File: config.mk
export PLATFORM = sky130hd
export DESIGN_NAME = rx_frame_sr_flat
export DESIGN_NICKNAME = d
export VERILOG_FILES = /design/src/rtl/rx_frame_sr_if.sv /design/src/rtl/rx_frame_sr.sv /design/src/flat_wrapper.sv
export SDC_FILE = /design/constraint.sdc
export NUM_CORES = 1
export LEC_CHECK = 0
export CAP_MARGIN = 40
export CORE_MARGIN = 3
export CORE_UTILIZATION = 55
export CTS_BUF_LIST = sky130_fd_sc_hd__clkbuf_8
export DETAILED_ROUTE_END_ITERATION = 16
export PLACE_DENSITY = 0.9
export SYNTH_ARGS = -nofsm -noshare
export SYNTH_HDL_FRONTEND = slang
export SYNTH_SLANG_ARGS = --single-unit
File: constraint.sdc
create_clock -name clk -period 3.3 [get_ports clk]
set_input_delay 0.495 -clock clk [delete_from_list [all_inputs] [get_ports clk]]
set_output_delay 0.495 -clock clk [all_outputs]
set_load 0.01 [all_outputs]
File: src/rtl/rx_frame_sr_if.sv
// rtl/rx_frame_sr_if.sv - signal bundle between a serial bit source and rx_frame_sr
// Ports (master = bit source, slave = rx_frame_sr):
//   shift_strobe, serial_in, clear                 master -> slave
//   packet_data, stop_ok, parity_err, framing_err,
//   packet_valid, bit_count                         slave -> master
interface rx_frame_sr_if #(
  parameter int DATA_BITS = 8,
  parameter int PARITY_EN = 0,
  parameter int STOP_BITS = 1
);
  localparam int FRAME_BITS = DATA_BITS + PARITY_EN + STOP_BITS;
  localparam int CNT_W      = $clog2(FRAME_BITS + 1);

  logic                 shift_strobe;
  logic                 serial_in;
  logic                 clear;
  logic [DATA_BITS-1:0] packet_data;
  logic                 stop_ok;
  logic                 parity_err;
  logic                 framing_err;
  logic                 packet_valid;
  logic [CNT_W-1:0]     bit_count;

  modport master (
    output shift_strobe, serial_in, clear,
    input  packet_data, stop_ok, parity_err, framing_err, packet_valid, bit_count
  );

  modport slave (
    input  shift_strobe, serial_in, clear,
    output packet_data, stop_ok, parity_err, framing_err, packet_valid, bit_count
  );
endinterface

File: src/rtl/rx_frame_sr.sv
// rtl/rx_frame_sr.sv - serial-to-parallel UART frame capture with parity/stop checking
// Ports:
//   clk  - rising-edge clock
//   rst  - synchronous active-high reset
//   bus  - rx_frame_sr_if.slave: strobe/serial/clear in; captured word, flags,
//          one-cycle packet_valid and running bit_count out
module rx_frame_sr #(
  parameter int DATA_BITS  = 8,
  parameter int PARITY_EN  = 0,
  parameter int PARITY_ODD = 0,
  parameter int STOP_BITS  = 1,
  parameter int MSB_FIRST  = 0
) (
  input  logic           clk,
  input  logic           rst,
  rx_frame_sr_if.slave   bus
);
  localparam int FRAME_BITS = DATA_BITS + PARITY_EN + STOP_BITS;
  localparam int CNT_W      = $clog2(FRAME_BITS + 1);
  localparam logic [CNT_W-1:0] LAST_CNT = CNT_W'(FRAME_BITS - 1);

  logic [FRAME_BITS-1:0] shreg_q, shreg_d;
  logic [FRAME_BITS-1:0] frame_w;
  logic [CNT_W-1:0]      cnt_q, cnt_d;
  logic [DATA_BITS-1:0]  data_q, data_d;
  logic                  stop_ok_q, stop_ok_d;
  logic                  parity_err_q, parity_err_d;
  logic                  valid_q;
  logic                  done_w;
  logic [DATA_BITS-1:0]  cap_data_w;
  logic                  cap_stop_w;
  logic                  cap_par_w;

  // New bits enter at the top and walk down, so once a frame is complete the
  // first bit received sits at bit 0. frame_w is the register contents with the
  // current serial_in already shifted in, which lets the final strobe's bit be
  // captured on the same edge.
  assign frame_w = FRAME_BITS'({bus.serial_in, shreg_q} >> 1);

  always_comb begin
    shreg_d = shreg_q;
    cnt_d   = cnt_q;
    done_w  = 1'b0;
    if (bus.clear) begin
      shreg_d = '1;
      cnt_d   = '0;
    end else if (bus.shift_strobe) begin
      shreg_d = frame_w;
      if (cnt_q == LAST_CNT) begin
        done_w = 1'b1;
        cnt_d  = '0;
      end else begin
        cnt_d = cnt_q + 1'b1;
      end
    end
  end

  always_comb begin
    cap_data_w = '0;
    for (int i = 0; i < DATA_BITS; i++) begin
      cap_data_w[i] = (MSB_FIRST != 0) ? frame_w[DATA_BITS-1-i] : frame_w[i];
    end
    cap_stop_w = &frame_w[FRAME_BITS-1 -: STOP_BITS];
    // frame_w[DATA_BITS] is the parity bit when parity is enabled.
    cap_par_w  = (PARITY_EN != 0) ? ((^frame_w[DATA_BITS:0]) ^ (PARITY_ODD != 0)) : 1'b0;

    data_d       = done_w ? cap_data_w : data_q;
    stop_ok_d    = done_w ? cap_stop_w : stop_ok_q;
    parity_err_d = done_w ? cap_par_w  : parity_err_q;
  end

  always_ff @(posedge clk) begin
    if (rst) begin
      shreg_q      <= '1;
      cnt_q        <= '0;
      data_q       <= '0;
      stop_ok_q    <= 1'b1;
      parity_err_q <= 1'b0;
      valid_q      <= 1'b0;
    end else begin
      shreg_q      <= shreg_d;
      cnt_q        <= cnt_d;
      data_q       <= data_d;
      stop_ok_q    <= stop_ok_d;
      parity_err_q <= parity_err_d;
      valid_q      <= done_w;
    end
  end

  assign bus.packet_data  = data_q;
  assign bus.stop_ok      = stop_ok_q;
  assign bus.framing_err  = ~stop_ok_q;
  assign bus.parity_err   = parity_err_q;
  assign bus.packet_valid = valid_q;
  assign bus.bit_count    = cnt_q;
endmodule
File: src/flat_wrapper.sv
// flat-port wrapper written by rule: the top's interface ports become plain ports
module rx_frame_sr_flat 
#(
  parameter int DATA_BITS  = 8,
  parameter int PARITY_EN  = 0,
  parameter int PARITY_ODD = 0,
  parameter int STOP_BITS  = 1,
  parameter int MSB_FIRST  = 0
)
  (clk, rst, bus_shift_strobe, bus_serial_in, bus_clear, bus_packet_data, bus_stop_ok, bus_parity_err, bus_framing_err, bus_packet_valid, bus_bit_count);
  rx_frame_sr_if #(.DATA_BITS(DATA_BITS), .PARITY_EN(PARITY_EN), .STOP_BITS(STOP_BITS)) bus_i ();
  input  logic clk;
  input  logic rst;
  input wire logic [$bits(bus_i.shift_strobe)-1:0] bus_shift_strobe;
  input wire logic [$bits(bus_i.serial_in)-1:0] bus_serial_in;
  input wire logic [$bits(bus_i.clear)-1:0] bus_clear;
  output wire logic [$bits(bus_i.packet_data)-1:0] bus_packet_data;
  output wire logic [$bits(bus_i.stop_ok)-1:0] bus_stop_ok;
  output wire logic [$bits(bus_i.parity_err)-1:0] bus_parity_err;
  output wire logic [$bits(bus_i.framing_err)-1:0] bus_framing_err;
  output wire logic [$bits(bus_i.packet_valid)-1:0] bus_packet_valid;
  output wire logic [$bits(bus_i.bit_count)-1:0] bus_bit_count;
  assign bus_i.shift_strobe = bus_shift_strobe;
  assign bus_i.serial_in = bus_serial_in;
  assign bus_i.clear = bus_clear;
  assign bus_packet_data = bus_i.packet_data;
  assign bus_stop_ok = bus_i.stop_ok;
  assign bus_parity_err = bus_i.parity_err;
  assign bus_framing_err = bus_i.framing_err;
  assign bus_packet_valid = bus_i.packet_valid;
  assign bus_bit_count = bus_i.bit_count;
  rx_frame_sr #(.DATA_BITS(DATA_BITS), .PARITY_EN(PARITY_EN), .PARITY_ODD(PARITY_ODD), .STOP_BITS(STOP_BITS), .MSB_FIRST(MSB_FIRST)) u_core (.clk(clk), .rst(rst), .bus(bus_i));
endmodule
# == Word level (Yosys, flattened, before mapping) ==
# Index checks and enable logic that the tools add are counted.
# word_totals
in_bits,5
regBits,23
output_inout_bits,16
# classes
mux,4
addsub,1
eq_ne,1
n_reduce_logical,1
n_bitwise,1
# op_table
cell,n
4-bit by 1-bit adder with 4-bit output (second input constant),1
4-bit == test (second input constant),1
4-bit two-way mux,1
1-bit two-way mux,3
2-bit OR reduction,1
1-bit NOT,1

# == Longest topological paths before layout ==
# Gate-level depths: netlist (run 1).
# logic_depth
word_depth,4
ltp_mapped,5
ltp_nobuf,5

# == Worst setup path after synthesis (run 1) ==
# OpenSTA, ideal clock, no wires.
# synth_timing
kind,register -> register
from,register u_core.cnt_q[0] (netlist: u_core.bus.bit_count[0])
to,register u_core.cnt_q[2] (netlist: u_core.bus.bit_count[2])
path_slack_ns,1.973
stages_incl_launch_ff,6
setup_time_ns,0.070
arrival_ns,1.257
cell_sequence,dfxtp_1 inv_1 ha_1 nand2_1 or3b_1 a21oi_1
# synth_via
elab_chain_len,2
# synth_rtl
item,line,text
start: declaration,rx_frame_sr.sv:24,"logic [CNT_W-1:0] cnt_q, cnt_d;"
start signal: assignment,rx_frame_sr.sv:82,cnt_q <= cnt_d;
4-bit by 1-bit adder with 4-bit output or 4-bit == test (tied branches),"rx_frame_sr.sv:53, rx_frame_sr.sv:49",
4-bit two-way mux *,rx_frame_sr.sv:49,if (cnt_q == LAST_CNT) begin
# Mark *: on every way between the ends. The rest lies on a longest branch, timed or not.
# A chain may end at the register's enable or synchronous reset.

# == Worst setup path in the final report (run 1) ==
# layout_timing
from,input bus_shift_strobe
to,register u_core.data_q[3] (netlist: u_core.bus.packet_data[3])
# layout_via
elab_chain_len,2
# layout_rtl
item,line,text
start: declaration,flat_wrapper.sv:14,input wire logic [$bits(bus_i.shift_strobe)-1:0] bus_shift_strobe;
1-bit two-way mux,rx_frame_sr.sv:47,end else if (bus.shift_strobe) begin
1-bit two-way mux,rx_frame_sr.sv:44,if (bus.clear) begin
end signal: assignment,rx_frame_sr.sv:83,data_q <= data_d;
end: declaration,rx_frame_sr.sv:25,"logic [DATA_BITS-1:0] data_q, data_d;"
# No other way between the ends.

==> qor.csv, run 1 <==
metric,value,unit
run_status,"complete, no violations",
ys_seq_area_share,45.8,%
numCtsBuffers,3,
hold_viol_final,0,
swShare,20.8,%
die_h,47.8,um
power.switching,0.0953,mW
synthCells,96,
io_pins,21,
ys_ff_latch,22,
htreeDepth,1,
n_fill_cell,122,
die_w,47.8,um
postRouteAntennaNets,0,
grtUsageTotal,17.5,%
power_frac_clock,34.9,%
first_pass_iters,2,
clock-sinks,22,
crit_slowest_cell,clkdlybuf4s50_1,
cp.required,3.48,ns
cts_hold_buf,0,
min_period_over_period,58.7,%
mostFrequentLayoutCell,dfxtp_1,
dr_total_vias,693,
synth_cell_types,20,
area_growth,23.8,%
clk_pin_slew,0.07,ns
die_area,2290,um^2
syn-num-nets,103,
p_comb_share,6.6,%
cellPowerDensity,385,nW/um^2
fmax,516,MHz
row_count,14,
drv_slew,0,
seq_power_share,58.5,%
place.gp.congestion,0.691,
slowest_delay,0.94,ns
met2_length,926,um
rsz0062_at_grt,no,
clock_skew,0.00330,ns
hold_path.class,reg -> reg,
drt-initial-drc-count,2,
grt_max_degree,21,
synth_area,962,um^2
setup_violations,0,
wl_met1,703,um
dpl.hpwl,1310,um
holdWs,0.478,ns
critPathLaunchType,primary input,
worst_slew_pin_slew,0.732,ns
cp-end-kind,register,
cts_resized,0,
route.met3.wl,53,um
slew_headroom,51.1,%
viasPerCell,5.33,
drive_gt1_share,4.39,%
grt_pass1_vias,639,
layout_common_cells,"22 x dfxtp_1, 19 x clkdlybuf4s50_1, 18 x mux2i_1",
crit_family,buffers and inverters,
io_buffers,19,
root_buffer,clkbuf_8,
path_cells,clkdlybuf4s50_1 -> nand4b_4 -> nor2_8 -> mux2i_1,
worstPathMaxFanout,15,
core,1580,um^2
initial_utilization,61.0,%
routedWlPerCell,13.3,um
postCtsSetupBuffers,0,
top_layer,met4,
yosys_warnings,0,
dp_slack,1.08,ns
cts_tree,done,
num_antenna_cells,0,
insertion_delay,0.26,ns
drc,0,
setup_tns,0,ns
multiInputGateArea,488,um^2
leakage,0.464,nW
fin_crit,1.94,ns
p_int,0.363,mW
grt_overflow,0,
grt_pass1_wl,2680,um
cts.path.max_buffers,2,
syn_avg_cell_area,10.0,um^2
critPathBufInv,1,
vdd_ir_drop_max,0.000414,V
worstPathArrival,2.12,ns
fin_nets,123,
routed_wl,1720,um
antenna_found_initial,0,
seqCellArea,440,um^2
drv_cap,0,
finalWorstSetupSlack,1.36,ns
worstSetupPathType,in -> reg,
## cell type report
cell class                      instances  share of cell area, %
Multi-Input combinational cell         67                   41.0
Sequential cell                        22                   37.0
Timing Repair Buffer                   19                   16.0
Clock buffer                            3                   3.47
Tap cell                               16                   1.68
Inverter                                3                  0.945
## layer usage
layer | vias up | global-route usage (%)
li1 | 350 | -
met1 | 328 | 18.5
met2 | 11 | 30.3
met3 | 4 | 5.64
met4 | 0 | 9.68
met5 | - | 0
## cell families after synthesis
group	synth area share, %
buffers and inverters	3.51
AOI/OAI and AO/OA	4.16
adders and majority gates	2.60
other	0.390
and+or+nand+nor	24.8
DFF	45.8
muxes	18.7
## worst min-delay path, delay by kind of cell, from the launching register on
| kind | cells | cell delay [ns] |
|---|---|---|
| flops | 1 | 0.31 |
| simple gates | 1 | 0.06 |
| mux | 1 | 0.06 |
## power groups by stage
stage	sequential (mW)	combinational [mW]	clock, mW
3_5_place_dp	0.274	0.0301	0
3_3_place_gp	0.274	0.0294	0
2_1_floorplan	0.274	0.0202	0
5_1_grt	0.268	0.0333	0.177
4_1_cts	0.268	0.0304	0.162
6_report	0.268	0.0300	0.160
## Yosys cell counts
| master | instances | area share [%] |
|---|---|---|
| a21boi_0 | 1 | 0.78 |
| a21oi_1 | 3 | 1.6 |
| and4b_1 | 1 | 1.0 |
| buf_4 | 2 | 1.6 |
| clkbuf_1 | 2 | 0.78 |
| conb_1 | 1 | 0.39 |
| dfxtp_1 | 22 | 46 |
| ha_1 | 2 | 2.6 |
| inv_1 | 3 | 1.2 |
| mux2i_1 | 18 | 19 |
| nand2_1 | 12 | 4.7 |
| nand2b_1 | 17 | 11 |
| nand4b_4 | 1 | 2.5 |
| nor2_1 | 5 | 2.0 |
| nor2_8 | 1 | 2.1 |
| o211ai_1 | 1 | 0.78 |
| o21ai_0 | 1 | 0.52 |
| o21ai_1 | 1 | 0.52 |
| or2_1 | 1 | 0.65 |
| or3b_1 | 1 | 0.91 |
## sequential cells by signal (all words and copies together), names as in the netlist
signal                   cells
u_core.shreg_q               8
u_core.bus.stop_ok           1
u_core.bus.packet_valid      1
u_core.bus.packet_data       8
u_core.bus.bit_count         4
## path summary, 6_finish.rpt
path	startpoint	to	slack, ns	cells after the start
setup / recovery	bus_shift_strobe	u_core.bus.packet_data[3]	1.36	4
hold / removal	u_core.bus.packet_data[2]	u_core.bus.packet_data[2]	0.48	2
setup reg to reg	u_core.bus.bit_count[0]	u_core.bus.bit_count[2]	1.88	5
hold reg to reg	u_core.bus.packet_data[2]	u_core.bus.packet_data[2]	0.48	2
## per-stage QoR
stage	power [mW]	util [%]	cell area [um^2]	instances
floorplan	0.294	-	962	96
global placement	0.304	72.9	1150	127
detailed placement	0.304	72.9	1150	127
CTS	0.461	75.6	1190	130
global route	0.479	75.6	1190	130
finish	0.458	75.6	1190	130
(Power assumes the default switching activity.)
==> run 2: changes to the inputs <==
--- a/config.mk
+++ b/config.mk
@@ -7,10 +7,10 @@
 export LEC_CHECK = 0
 export CAP_MARGIN = 40
 export CORE_MARGIN = 3
-export CORE_UTILIZATION = 55
+export CORE_UTILIZATION = 46
 export CTS_BUF_LIST = sky130_fd_sc_hd__clkbuf_8
 export DETAILED_ROUTE_END_ITERATION = 16
-export PLACE_DENSITY = 0.9
+export PLACE_DENSITY = 0.81
 export SYNTH_ARGS = -nofsm -noshare
 export SYNTH_HDL_FRONTEND = slang
 export SYNTH_SLANG_ARGS = --single-unit
==> constraint.sdc (replaced) <==
create_clock -name clk -period 1.69 [get_ports clk]
set_input_delay 0.2535 -clock clk [delete_from_list [all_inputs] [get_ports clk]]
set_output_delay 0.2535 -clock clk [all_outputs]
set_load 0.01 [all_outputs]
==> run 2 against run 1 <==
Clock power increased to 3.0 times the previous value. Critical endpoint is now bus_bit_count[3]. Sequential cell count unchanged. Core utilization decreased by 6.9 points. Critical path type is now reg -> out. Clock skew increased by 0.0014 ns.
==> qor.csv, run 2 (same netlist as run 1, synthesis figures left out) <==
metric,value,unit
run_status,"complete, no violations",
rsz0062_at_grt,no,
core,1840,um^2
grt_max_degree,14,
slowest_delay,0.58,ns
hold_viol_final,0,
io_pins,21,
viasPerCell,4.88,
clock_skew,0.00466,ns
postRouteAntennaNets,0,
route.met3.wl,56,um
leakage,0.498,nW
drv_slew,0,
cp.required,1.44,ns
die_w,51.7,um
top_layer,met4,
worstPathArrival,1.29,ns
worstSetupPathType,reg -> out,
area_growth,31.2,%
cts_resized,0,
grt_overflow,0,
initial_utilization,52.3,%
vdd_ir_drop_max,0.000545,V
num_antenna_cells,0,
critPathLaunchType,register,
crit_family,buffers and inverters,
dr_total_vias,703,
met2_length,872,um
n_fill_cell,157,
htreeDepth,1,
insertion_delay,0.26,ns
crit_slowest_cell,clkdlybuf4s50_1,
grt_pass1_vias,726,
root_buffer,clkbuf_8,
layout_common_cells,"22 x dfxtp_1, 19 x clkdlybuf4s50_1, 18 x mux2i_1",
antenna_found_initial,0,
drc,0,
setup_violations,0,
place.gp.congestion,0.754,
clock-sinks,22,
postCtsSetupBuffers,0,
cp-end-kind,primary output,
fin_nets,127,
io_buffers,19,
holdPathStages,2,
hold_path.class,reg -> reg,
setup_tns,0,ns
drive_gt1_share,8.40,%
cts_hold_buf,0,
die_h,51.7,um
die_area,2680,um^2
path_cells,clkdlybuf4s50_1,
fmax,649,MHz
grtUsageTotal,15.5,%
clk_pin_slew,0.08,ns
mostFrequentLayoutCell,dfxtp_1,
cp.depth,1,
numCtsBuffers,3,
critPathBufInv,1,
cellPowerDensity,852,nW/um^2
routed_wl,1840,um
drt-initial-drc-count,12,
wl_met1,898,um
cts_tree,done,
fin_crit,1.54,ns
worstRegToRegCells,5,
routedWlPerCell,12.8,um
cts.path.max_buffers,2,
row_count,15,
dpl.hpwl,1360,um
grt_pass1_wl,3200,um
power.total,1.08,mW
min_period_over_period,91.2,%
first_pass_iters,3,
worstPathMaxFanout,6,
drv_cap,0,
==> run 2: changes by cell type in the layout (fill, tap and decap cells not counted) <==
cell / change
buf_4: +4
bufinv_16: +1
==> run 2: stage by stage <==
stage | worst slack, ns | area, um^2 | hold slack [ns] | utilization (%) | std cells
after floorplan | 0.363 | 962 | 0.382 | - | 96
after global placement | 0.186 | 1190 | 0.458 | 64.8 | 140
after detailed placement | 0.167 | 1190 | 0.460 | 64.8 | 140
after CTS | 0.147 | 1260 | 0.478 | 68.6 | 144
after global routing | 0.102 | 1260 | 0.497 | 68.6 | 144
final | 0.150 | 1260 | 0.474 | 68.6 | 144
==> run 2: final timing paths <==
check	to	from	slack [ns]
max	bus_bit_count[3]	u_core.bus.bit_count[3]	0.15
min	u_core.bus.packet_data[1]	u_core.bus.packet_data[1]	0.47
max reg2reg	u_core.bus.bit_count[2]	u_core.bus.bit_count[0]	0.31
min reg2reg	u_core.bus.packet_data[1]	u_core.bus.packet_data[1]	0.47
==> run 2: final cells by class <==
cell class                      instances  area (um^2)  share of cell area (%)
Clock buffer                            3         41.3                    3.27
Clock inverter                          1         30.0                    2.38
Inverter                                3         11.3                   0.892
Multi-Input combinational cell         67          488                    38.7
Sequential cell                        22          440                    34.9
Tap cell                               25         31.3                    2.48
Timing Repair Buffer                   23          220                    17.4
==> run 2: where the power goes <==
group | switching, mW | internal (mW)
Clock | 0.169 | 0.316
Sequential | 0.00295 | 0.520
Combinational | 0.0331 | 0.0342
==> run 2: layer usage <==
metal | track usage [%] | up-vias
met5 | 0 | -
li1 | - | 361
met4 | 4.37 | 0
met3 | 3.15 | 2
met2 | 25.6 | 11
met1 | 20.5 | 329
